### src/rtl/gps_uart_rx_if.sv
// Serial-side and byte-side signals of the GPS UART receiver.
// master: the receiver itself. slave: whatever drives rxd and consumes bytes.
interface gps_uart_rx_if;
  logic       rxd;
  logic [7:0] dataByte;
  logic       dataReady;
  logic       frameErr;

  modport master (
    input  rxd,
    output dataByte,
    output dataReady,
    output frameErr
  );

  modport slave (
    output rxd,
    input  dataByte,
    input  dataReady,
    input  frameErr
  );
endinterface

### src/rtl/gps_uart_rx.sv
// 8N1 LSB-first UART receiver for the GPS link. The line is synchronised, majority-voted over
// the last three synchronised samples, and decoded by a counter-driven FSM. It emits a
// 1-cycle dataReady with the byte, or a 1-cycle frameErr when the stop bit votes low.
// After reset or a framing error the receiver hunts for one full bit time of idle line
// before it accepts a start edge, so it never locks onto the middle of a frame.
module gps_uart_rx #(
  parameter int unsigned SYSCLK_FREQ = 100_000_000,
  parameter int unsigned BAUD_RATE   = 9600
) (
  input logic           sclk,
  input logic           rstn,
  gps_uart_rx_if.master bus
);

  localparam int unsigned CLKS_PER_BIT = SYSCLK_FREQ / BAUD_RATE;
  localparam int unsigned CNT_W        = $clog2(CLKS_PER_BIT);

  // Terminal counts: one full bit, and half a bit to land mid start bit.
  localparam logic [CNT_W-1:0] CNT_BIT_END  = CNT_W'(CLKS_PER_BIT - 1);
  localparam logic [CNT_W-1:0] CNT_HALF_END = CNT_W'(CLKS_PER_BIT / 2 - 1);
  localparam logic [CNT_W-1:0] CNT_ONE      = CNT_W'(1);

  // Below 16 clocks per bit the half-bit and vote windows no longer fit sensibly.
  if (CLKS_PER_BIT < 16) begin : g_bad_cfg
    $error("gps_uart_rx: SYSCLK_FREQ/BAUD_RATE must be at least 16");
  end

  typedef enum logic [2:0] {
    StHunt,
    StIdle,
    StStart,
    StData,
    StStop
  } state_e;

  logic [1:0]       sync_q;
  logic             rx_s;
  logic [2:0]       hist_q;
  logic             vote;

  state_e           state_q;
  logic [CNT_W-1:0] cnt_q;
  logic [2:0]       bit_idx_q;
  logic [7:0]       shift_q;
  logic [7:0]       data_byte_q;
  logic             data_ready_q;
  logic             frame_err_q;

  // Two-flop synchroniser; resets to the idle-high line level.
  always_ff @(posedge sclk or negedge rstn) begin
    if (!rstn) begin
      sync_q <= 2'b11;
    end else begin
      sync_q <= {sync_q[0], bus.rxd};
    end
  end

  assign rx_s = sync_q[1];

  // History of the three most recent synchronised samples for the majority vote.
  always_ff @(posedge sclk or negedge rstn) begin
    if (!rstn) begin
      hist_q <= 3'b111;
    end else begin
      hist_q <= {hist_q[1:0], rx_s};
    end
  end

  // 2-of-3 majority; a single-cycle spike cannot flip a sampled bit.
  always_comb begin
    vote = (hist_q[0] & hist_q[1]) | (hist_q[0] & hist_q[2]) | (hist_q[1] & hist_q[2]);
  end

  // Receive FSM with registered byte and strobe outputs.
  always_ff @(posedge sclk or negedge rstn) begin
    if (!rstn) begin
      state_q      <= StHunt;
      cnt_q        <= '0;
      bit_idx_q    <= '0;
      shift_q      <= '0;
      data_byte_q  <= '0;
      data_ready_q <= 1'b0;
      frame_err_q  <= 1'b0;
    end else begin
      // Strobes are single-cycle unless re-asserted below.
      data_ready_q <= 1'b0;
      frame_err_q  <= 1'b0;

      unique case (state_q)
        StHunt: begin
          // Require a full bit time of continuous idle before trusting the line.
          if (rx_s) begin
            if (cnt_q == CNT_BIT_END) begin
              cnt_q   <= '0;
              state_q <= StIdle;
            end else begin
              cnt_q <= cnt_q + CNT_ONE;
            end
          end else begin
            cnt_q <= '0;
          end
        end

        StIdle: begin
          if (!rx_s) begin
            cnt_q   <= '0;
            state_q <= StStart;
          end
        end

        StStart: begin
          if (cnt_q == CNT_HALF_END) begin
            cnt_q <= '0;
            if (!vote) begin
              bit_idx_q <= '0;
              state_q   <= StData;
            end else begin
              // Start edge did not survive to mid-bit: treat as a glitch.
              state_q <= StIdle;
            end
          end else begin
            cnt_q <= cnt_q + CNT_ONE;
          end
        end

        StData: begin
          if (cnt_q == CNT_BIT_END) begin
            cnt_q     <= '0;
            shift_q   <= {vote, shift_q[7:1]};
            bit_idx_q <= bit_idx_q + 3'd1;
            if (bit_idx_q == 3'd7) begin
              state_q <= StStop;
            end
          end else begin
            cnt_q <= cnt_q + CNT_ONE;
          end
        end

        StStop: begin
          // Decision is made mid stop bit, leaving half a bit to catch a back-to-back start.
          if (cnt_q == CNT_BIT_END) begin
            cnt_q <= '0;
            if (vote) begin
              data_byte_q  <= shift_q;
              data_ready_q <= 1'b1;
              state_q      <= StIdle;
            end else begin
              frame_err_q <= 1'b1;
              state_q     <= StHunt;
            end
          end else begin
            cnt_q <= cnt_q + CNT_ONE;
          end
        end

        default: begin
          cnt_q   <= '0;
          state_q <= StHunt;
        end
      endcase
    end
  end

  assign bus.dataByte  = data_byte_q;
  assign bus.dataReady = data_ready_q;
  assign bus.frameErr  = frame_err_q;

endmodule
### src/flat_wrapper.sv
// flat-port wrapper written by rule: the top's interface ports become plain ports
module gps_uart_rx_flat 
#(
  parameter int unsigned SYSCLK_FREQ = 100_000_000,
  parameter int unsigned BAUD_RATE   = 9600
)
  (sclk, rstn, bus_rxd, bus_dataByte, bus_dataReady, bus_frameErr);
  gps_uart_rx_if bus_i ();
  input logic sclk;
  input logic rstn;
  input wire logic [$bits(bus_i.rxd)-1:0] bus_rxd;
  output wire logic [$bits(bus_i.dataByte)-1:0] bus_dataByte;
  output wire logic [$bits(bus_i.dataReady)-1:0] bus_dataReady;
  output wire logic [$bits(bus_i.frameErr)-1:0] bus_frameErr;
  assign bus_i.rxd = bus_rxd;
  assign bus_dataByte = bus_i.dataByte;
  assign bus_dataReady = bus_i.dataReady;
  assign bus_frameErr = bus_i.frameErr;
  gps_uart_rx #(.SYSCLK_FREQ(SYSCLK_FREQ), .BAUD_RATE(BAUD_RATE)) u_core (.sclk(sclk), .rstn(rstn), .bus(bus_i));
endmodule
### config.mk
export PLATFORM = sky130hd
export DESIGN_NAME = gps_uart_rx_flat
export DESIGN_NICKNAME = d
export VERILOG_FILES = /design/src/rtl/gps_uart_rx_if.sv /design/src/rtl/gps_uart_rx.sv /design/src/flat_wrapper.sv
export SDC_FILE = /design/constraint.sdc
export NUM_CORES = 1
export LEC_CHECK = 0
export BUFFER_PORTS_ARGS = -buffer_cell sky130_fd_sc_hd__buf_4
export CAP_MARGIN = 0
export CELL_PAD_IN_SITES_DETAIL_PLACEMENT = 0
export CELL_PAD_IN_SITES_GLOBAL_PLACEMENT = 1
export CORE_MARGIN = 5
export CORE_UTILIZATION = 35
export DETAILED_ROUTE_END_ITERATION = 16
export PLACE_DENSITY_LB_ADDON = 0.1
export SLEW_MARGIN = 20
export SYNTH_ARGS = -nofsm -noshare
export SYNTH_HDL_FRONTEND = slang
export SYNTH_SLANG_ARGS = --single-unit
### constraint.sdc
create_clock -name sclk -period 2.25 [get_ports sclk]
set_input_delay 0.1125 -clock sclk [delete_from_list [all_inputs] [get_ports sclk]]
set_output_delay 0.1125 -clock sclk [all_outputs]
set_load 0.01 [all_outputs]
After elaboration in Yosys (flattened, before gate mapping) --
Cells that the tools add are included.
Storage, ports and cells: bits in registers 43, bits of input ports 3, output and inout port bits 10, word-level logic and storage cells 63
Operators by class: add/subtract/negate cells 2, eq/ne operators 15, muxes and demuxes 25, bitwise operators 5, reduce and logical (&&, ||, !) cells 7
Operators by type and width (count):
- 14-bit 2-to-1 mux | 4
- 14-bit one-hot mux with 4 select lines | 1
- 3-bit 2-to-1 mux | 10
- 3-bit one-hot mux with 5 select lines | 1
- 14-bit by 1-bit adder with 14-bit output (second input constant) | 1
- 14-bit by 13-bit == test with 1-bit output (second input constant) | 1
- 14-bit == test (second input constant) | 1
- 2-bit by 1-bit inequality test with 1-bit output (second input constant) | 6
- 1-bit 2-to-1 mux | 7
- 7-bit AND reduction | 1
- 3-bit by 2-bit == test with 1-bit output (second input constant) | 2
- 3-bit == test (second input constant) | 2
- 3-bit one-hot mux with 2 select lines | 1
- 2-bit inequality test (second input constant) | 2
- 4-bit AND reduction | 1
- 3-bit by 1-bit adder with 3-bit output (second input constant) | 1
- 1-bit AND | 3
- 3-bit by 1-bit == test with 1-bit output (second input constant) | 1
- 3-bit zero test | 1
- 3-bit AND reduction | 1
- 2-bit 2-to-1 mux | 1
- 1-bit OR | 2
- 2-bit AND reduction | 1
- 2-bit nonzero test | 1
- 2-bit OR reduction | 1

Logic depth before layout (Yosys ltp) --
Gate-level depths: netlist of run 1.
depth after elaboration 6, mapped depth 7, gate-level depth less buffers 6

Least setup slack after synthesis of run 1 --
Ideal clock, no wire load.
path type register to register, start point register u_core.cnt_q[0], end point register u_core.data_byte_q[0], in the netlist u_core.bus.dataByte[0], setup time 0.125 ns, data arrival time 1.717 ns, required time 2.125 ns, path slack 0.409 ns, cell stages (with the launch flop) 6, path buffers 0, period minus slack after synthesis 1.841 ns, cell sequence dfrtp_1 -> ha_1 -> and4bb_2 -> nand4_4 -> nor3_4 -> mux2_2
On the way: longest elaborated chain between the ends 2
RTL lines:
- start: declaration | line gps_uart_rx.sv:42 | logic [CNT_W-1:0] cnt_q;
- start signal: assignment | line gps_uart_rx.sv:97 | cnt_q <= cnt_q + CNT_ONE;
- start signal: assignment | line gps_uart_rx.sv:122 | cnt_q <= cnt_q + CNT_ONE;
- start signal: assignment | line gps_uart_rx.sv:135 | cnt_q <= cnt_q + CNT_ONE;
- 14-bit == test | line gps_uart_rx.sv:141 | if (cnt_q == CNT_BIT_END) begin
- 3-bit AND reduction (no source line)
- end signal: assignment | line gps_uart_rx.sv:144 | data_byte_q <= shift_q;
- end: declaration | line gps_uart_rx.sv:45 | logic [7:0] data_byte_q;
No other way between the ends. A chain may end at the register's enable or synchronous reset.

Final worst setup path of run 1 --
start point register u_core.cnt_q[0], end point register u_core.data_byte_q[4], in the netlist u_core.bus.dataByte[4]
The elaborated chain is that of the path after synthesis.

==> metrics, run 1 <==
Main synth FF type=dfrtp_1; most frequent cells in the layout=38 x dfrtp_1, 19 x mux2_2, 17 x buf_4; non-filler cells, final=264; Cells after Synth=172; nets=197; setup bufs post-CTS=0; final wirelength=approximately 3.7 mm; adder-cell area share of the yosys netlist=0.02360; H-tree depth=2; Post-Syn Area=2014 sq um; post-synthesis simple-gate area fraction=0.1832; CP required=about 2.4 ns; Die Width=between 80 and 90 microns; GR Overflow Total=0; WHS=between 0.3 and 0.4 ns; peak supply drop=0.0002961 V; die height=between 80 and 90 microns; measured slew at the worst slew-check pin=about 0.55 ns; Post-Place Cells=roughly 250; Max-cap violations=0; worst reg2reg startpoint=u_core.cnt_q[0]$_DFFE_PN0N_; share of cells above drive strength 1=0.2917; PwrDens=657.0 nW/um^2; Worst slew margin=0.6310; final hold vios=0; PnR worst setup slack=roughly 0.20 ns; post-placement cell area=about 2200 sq um; #FFs+latches synth=43; Routed met2 length=1.730 mm; # diodes=0; Port Buffer Count=12; vias per cell=about 5.1; overall routing resource usage=0.1104; DRT antenna net count=0; DR vias=1338; Metal-1 WL=1.834 mm; Die ar.=around 7400 sq um; largest family of logic cells by synthesized area=simple AND/OR/NAND/NOR gates; fmax=between 0.4 and 0.5 GHz; Worst setup startpoint=u_core.cnt_q[0]$_DFFE_PN0N_; wire per inst=about 14 microns; Final min period=about 2.1 ns; largest net degree at the start of global routing=44; fin. max-slew vios=0; final setup violation count=0; Setup crit end=u_core.bus.dataByte[4]$_DFFE_PN0P_; Hold Buf Count CTS=2; Avg Cell Area, Syn=11.71 sq um; Root Buffer=clkbuf_8; Yosys cell types=38; reg2reg path depth=5; first-pass GRT wire length=6.596 mm; initial core utilization=0.3636; Worst-path clk slew=0.08 ns; Critical Path AT=roughly 2.2 ns; Post-Synth XOR/XNOR Area=0.01304; Hold Path Class=primary input to async pin; sequential share of the synthesized area=0.5373; Clock Skew=around 0.0044 ns; Max FO, Critical Path=9; TritonCTS clock tree=yes; quantity of gates resized following cts=0; Async S/R FF share, synth=1.000; Inserted Clock Buffers=5; Pre-Repair DR Iteration Count=6; R2R setup slack=about 0.20 ns; Post-DP HPWL=between 2 and 3 mm; FF-to-FF End=u_core.bus.dataByte[4]$_DFFE_PN0P_; top sig layer=met4; Synthesized Nets=178; fillcell total=about 540; most common cell after layout, fill and taps aside=dfrtp_1; metal3 WL=approximately 110 microns; Startpoint Class=register; antenna violations before repair=0; Core ar.=about 5500 sq um; Sink Count=43; period utilisation layout=0.9125; Layout area overhead=16.65%; RSZ-0062 raised after global routing=false; number of global-route vias before repair=1365; Iter 0 DRT Violations=approximately 70; DRC viols=0; CP endpoint kind=register; CTS Buffer Depth=2; setup TNS=0 ns; Top Ports=13; gp weighted congestion=approximately 0.8; Post-synth EDFFs=0; kind of critical path=register to register; LEAKAGE=approximately 1.2 nW; mux contribution to synthesized area=0.1161; clk_lat worst skew=about 0.29 ns; status=complete, no violations; Compound-Gate Fraction of Synth Area=0.09255; Synth Warn #=0; pre-CTS WS=approximately 0.19 ns; fin area=~2300 sq um; row cnt=27
-- sequential cells by signal (all words and copies together) (netlist names) --
name,count
u_core.bit_idx_q,3
u_core.bus.frameErr,1
u_core.shift_q,8
u_core.cnt_q,14
u_core.hist_q,3
u_core.sync_q,2
u_core.bus.dataByte,8
u_core.bus.dataReady,1
u_core.state_q,3
-- how the worst min path moves through the flow --
| stage | endpoint | slack (ns) | cells past startpoint |
|---|---|---|---|
| finish | u_core.cnt_q[12]$_DFFE_PN0N_ | 0.35 | 2 |
| global route | u_core.sync_q[1]$_DFF_PN1_ | 0.37 | 0 |
| CTS | u_core.sync_q[1]$_DFF_PN1_ | 0.36 | 0 |
| detailed placement | u_core.cnt_q[11]$_DFFE_PN0N_ | 0.14 | 1 |
| global placement | u_core.cnt_q[13]$_DFFE_PN0N_ | 0.13 | 1 |
| floorplan | u_core.bit_idx_q[0]$_DFFE_PN0P_ | -0.18 | 0 |
-- report_power, final --
part | internal (W) | leakage, nW | switching (W)
Sequential | 0.000785 | 0.581 | 0.00000786
Combinational | 0.0000176 | 0.506 | 0.0000323
Clock | 0.000444 | 0.0654 | 0.000258
-- layer usage --
layer	GRT usage	vias to the layer above
met2	0.1724	14
met5	0	-
met3	0.02978	2
li1	-	660
met1	0.1483	662
met4	0.03597	0
-- cells in the mapped netlist (all sizes together) (2+ instances only) --
| master | instances | area share |
|---|---|---|
| a21o | 6 | 0.022 |
| a21oi | 3 | 0.0075 |
| xor2 | 3 | 0.013 |
| buf | 5 | 0.014 |
| nor2 | 14 | 0.026 |
| dfrtp | 38 | 0.47 |
| nor3 | 6 | 0.020 |
| nor4 | 3 | 0.0093 |
| o22a | 2 | 0.0087 |
| and4bb | 4 | 0.025 |
| ha | 3 | 0.019 |
| nand4 | 5 | 0.023 |
| a22o | 2 | 0.0087 |
| nor2b | 3 | 0.0093 |
| o21ai | 8 | 0.020 |
| nand2 | 7 | 0.013 |
| nor3b | 5 | 0.019 |
| nand3 | 5 | 0.012 |
| inv | 9 | 0.017 |
| mux2i | 2 | 0.0099 |
| clkbuf | 2 | 0.0037 |
| mux2 | 19 | 0.11 |
| dfstp | 5 | 0.065 |
| and3 | 2 | 0.0062 |
-- critical path: stages (launching register included) --
cell and delay [ns]:
dfrtp_1 0.40, ha_1 0.21, and4bb_2 0.29, nand4_4 0.17, nor3_4 0.47, mux2_2 0.40
-- layout make-up --
class | instances | area (sq um) | area share
repair buffers | 19 | 147.6 | 0.06283
multi-input cells | 113 | 863.3 | 0.3674
clock inverters | 2 | 60.06 | 0.02556
clock buffers | 6 | 72.57 | 0.03088
well taps | 72 | 90.09 | 0.03834
flip-flops and latches | 43 | 1082 | 0.4606
inverters | 9 | 33.78 | 0.01438
-- cell families (layout without fill, tap and decap cells) --
kind of cell             after synthesis  after routing
AO/OA/AOI/OAI                         26             26
XOR/XNOR                               3              3
adder cells (fa/ha/maj)                4              4
buffers and inverters                 16             36
flip-flops                            43             43
multiplexers                          21             21
AND/OR/NAND/NOR                       59             59
-- per-stage QoR --
step / power, W / util
floorplan: 0.0008295 / -
global placement: 0.0008552 / 0.3966
detailed placement: 0.0008566 / 0.3966
CTS: 0.001569 / 0.4241
global route: 0.001606 / 0.4241
finish: 0.001544 / 0.4241
Note: power is estimated with default switching activity, not from simulation.
==> run 2, diff against run 1 <==
--- a/config.mk
+++ b/config.mk
@@ -12,6 +12,7 @@
 export CORE_MARGIN = 5
 export CORE_UTILIZATION = 35
 export DETAILED_ROUTE_END_ITERATION = 16
+export MAX_ROUTING_LAYER = met4
 export PLACE_DENSITY_LB_ADDON = 0.1
 export SLEW_MARGIN = 20
 export SYNTH_ARGS = -nofsm -noshare
==> constraint.sdc (replaced) <==
create_clock -name sclk -period 2.25 [get_ports sclk]
set_input_delay 0.1125 -clock sclk [delete_from_list [all_inputs] [get_ports sclk]]
set_output_delay 0.1125 -clock sclk [all_outputs]
set_load 0.02 [all_outputs]
==> run 2 against run 1 <==
  * Final cell count stayed put
  * Core utilization unchanged
  * Via count is the same
  * Sequential cell count is the same
  * Die area unchanged
  * Worst setup slack about the same
  * Sequential power is essentially flat
  * Fmax hardly changed
  * Wire length about the same
==> metrics, run 2 (synthesis results as in run 1) <==
Top Ports=13; reg2reg path depth=5; Gate power share=0.032; final wirelength=roughly 3.7 mm; Root Buffer=clkbuf_8; non-filler cells, final=between 200 and 300; setup TNS=0 ns; Final min period=2.053 ns; Multi-input gate area=863.3 sq um; Biggest register=u_core.cnt_q; Largest register FFs=14; first-pass GRT wire length=around 6.6 mm; sw frac=0.1931; DR vias=roughly 1300; largest net degree at the start of global routing=44; H-tree depth=2; Port Buffer Count=12; period utilisation layout=0.9126; CP endpoint kind=register; R2R setup slack=about 0.2 ns; fmax=roughly 0.49 GHz; RSZ-0062 raised after global routing=false; worst reg2reg startpoint=u_core.cnt_q[0]$_DFFE_PN0N_; Hold Path Class=primary input to async pin; final setup violation count=0; Post-Place Cells=254; Setup crit end=u_core.bus.dataByte[4]$_DFFE_PN0P_; Core ar.=about 5500 sq um; Reg area=1082 sq um; PwrDens=between 600 and 700 nW/um^2; DRC viols=0; measured slew at the worst slew-check pin=0.5539 ns; die height=roughly 86 microns; GR Overflow Total=0; clock power share=0.454; Max FO, Critical Path=9; setup bufs post-CTS=0; Startpoint Class=register; CTS Buffer Depth=2; number of global-route vias before repair=around 1400; CP required=approximately 2.4 ns; Die ar.=~7400 sq um; peak supply drop=about 0.00030 V; fin. max-slew vios=0; Clock Skew=0.004457 ns; Sink Count=43; antenna violations before repair=0; row cnt=27; LEAKAGE=1.153 nW; nets=between 150 and 200; most common cell after layout, fill and taps aside=dfrtp_1; fillcell total=544; Pre-Repair DR Iteration Count=6; wire per inst=between 10 and 15 microns; PnR worst setup slack=0.1968 ns; initial core utilization=0.3636; clk_lat worst skew=just under 0.3 ns; Max-cap violations=0; Die Width=between 80 and 90 microns; Iter 0 DRT Violations=70; Pwr Total=~0.0015 W; Critical Path AT=approximately 2.2 ns; most frequent cells in the layout=38 x dfrtp_1, 19 x mux2_2, 17 x buf_4; Post-DP HPWL=about 2.6 mm; Inserted Clock Buffers=5; # diodes=0; final hold vios=0; kind of critical path=register to register; status=complete, no violations; gp weighted congestion=between 0.8 and 0.9; sequential power share=0.513; Worst-path clk slew=~0.080 ns; pre-CTS WS=around 0.19 ns; Worst setup startpoint=u_core.cnt_q[0]$_DFFE_PN0N_; overall routing resource usage=0.1136; vias per cell=between 5 and 6; share of cells above drive strength 1=0.2917; FF-to-FF End=u_core.bus.dataByte[4]$_DFFE_PN0P_; Worst slew margin=0.6308; cell internal pwr=roughly 0.0012 W; switching power=just under 0.0003 W; DRT antenna net count=0; TritonCTS clock tree=yes; Layout area overhead=16.65%
run 2: cell counts in the layout (fill, tap and decap cells not counted):
No cell type changed its count.
run 2: worst min path at each step:
stage                               start                              end  slack [ns]
6_report                             rstn     u_core.cnt_q[12]$_DFFE_PN0N_        0.35
2_1_floorplan                        rstn  u_core.bit_idx_q[0]$_DFFE_PN0P_       -0.18
3_5_place_dp                         rstn     u_core.cnt_q[11]$_DFFE_PN0N_        0.14
4_1_cts        u_core.sync_q[0]$_DFF_PN1_       u_core.sync_q[1]$_DFF_PN1_        0.36
3_3_place_gp                         rstn     u_core.cnt_q[13]$_DFFE_PN0N_        0.13
5_1_grt        u_core.sync_q[0]$_DFF_PN1_       u_core.sync_q[1]$_DFF_PN1_        0.37
run 2: critical path: stages, from the launching register on:
cell	delay (ns)
dfrtp_1	0.40
ha_1	0.21
and4bb_2	0.29
nand4_4	0.17
nor3_4	0.48
mux2_2	0.40
run 2: power by group through the flow:
stage	registers, W	logic [W]	clock network [W]
6_report	0.000792	0.0000498	0.000702
5_1_grt	0.000794	0.0000595	0.000752
4_1_cts	0.000793	0.0000517	0.000724
3_5_place_dp	0.000808	0.0000489	0
3_3_place_gp	0.000807	0.0000483	0
2_1_floorplan	0.000806	0.0000239	0
run 2: what timing repair did:
item                                   CTS  global route
resized for setup                        0             0
endpoints found under the hold margin   39             0
hold buffers                             2             0
run 2: routing by layer:
| metal | track usage | vias to the layer above | wire, microns |
|---|---|---|---|
| li1 | - | 660 | - |
| met2 | 0.1724 | 14 | 1733 |
| met5 | - | - | 0 |
| met4 | 0.03597 | 0 | 21 |
| met3 | 0.02978 | 2 | 109 |
| met1 | 0.1483 | 662 | 1834 |
run 2: cell type report:
class,count,share of cell area
Sequential cell,43,0.4606
Inverter,9,0.01438
Multi-Input combinational cell,113,0.3674
Timing Repair Buffer,19,0.06283
Clock inverter,2,0.02556
Tap cell,72,0.03834
Clock buffer,6,0.03088
run 2: per-stage QoR:
stage / utilization / cell area [sq um] / hold slack [ns]
after global placement: 0.3966 / 2197 / 0.1338
after global routing: 0.4241 / 2350 / 0.3682
after detailed placement: 0.3966 / 2197 / 0.1413
after CTS: 0.4241 / 2350 / 0.3633
final: 0.4241 / 2350 / 0.3528
after floorplan: - / 2014 / -0.1831
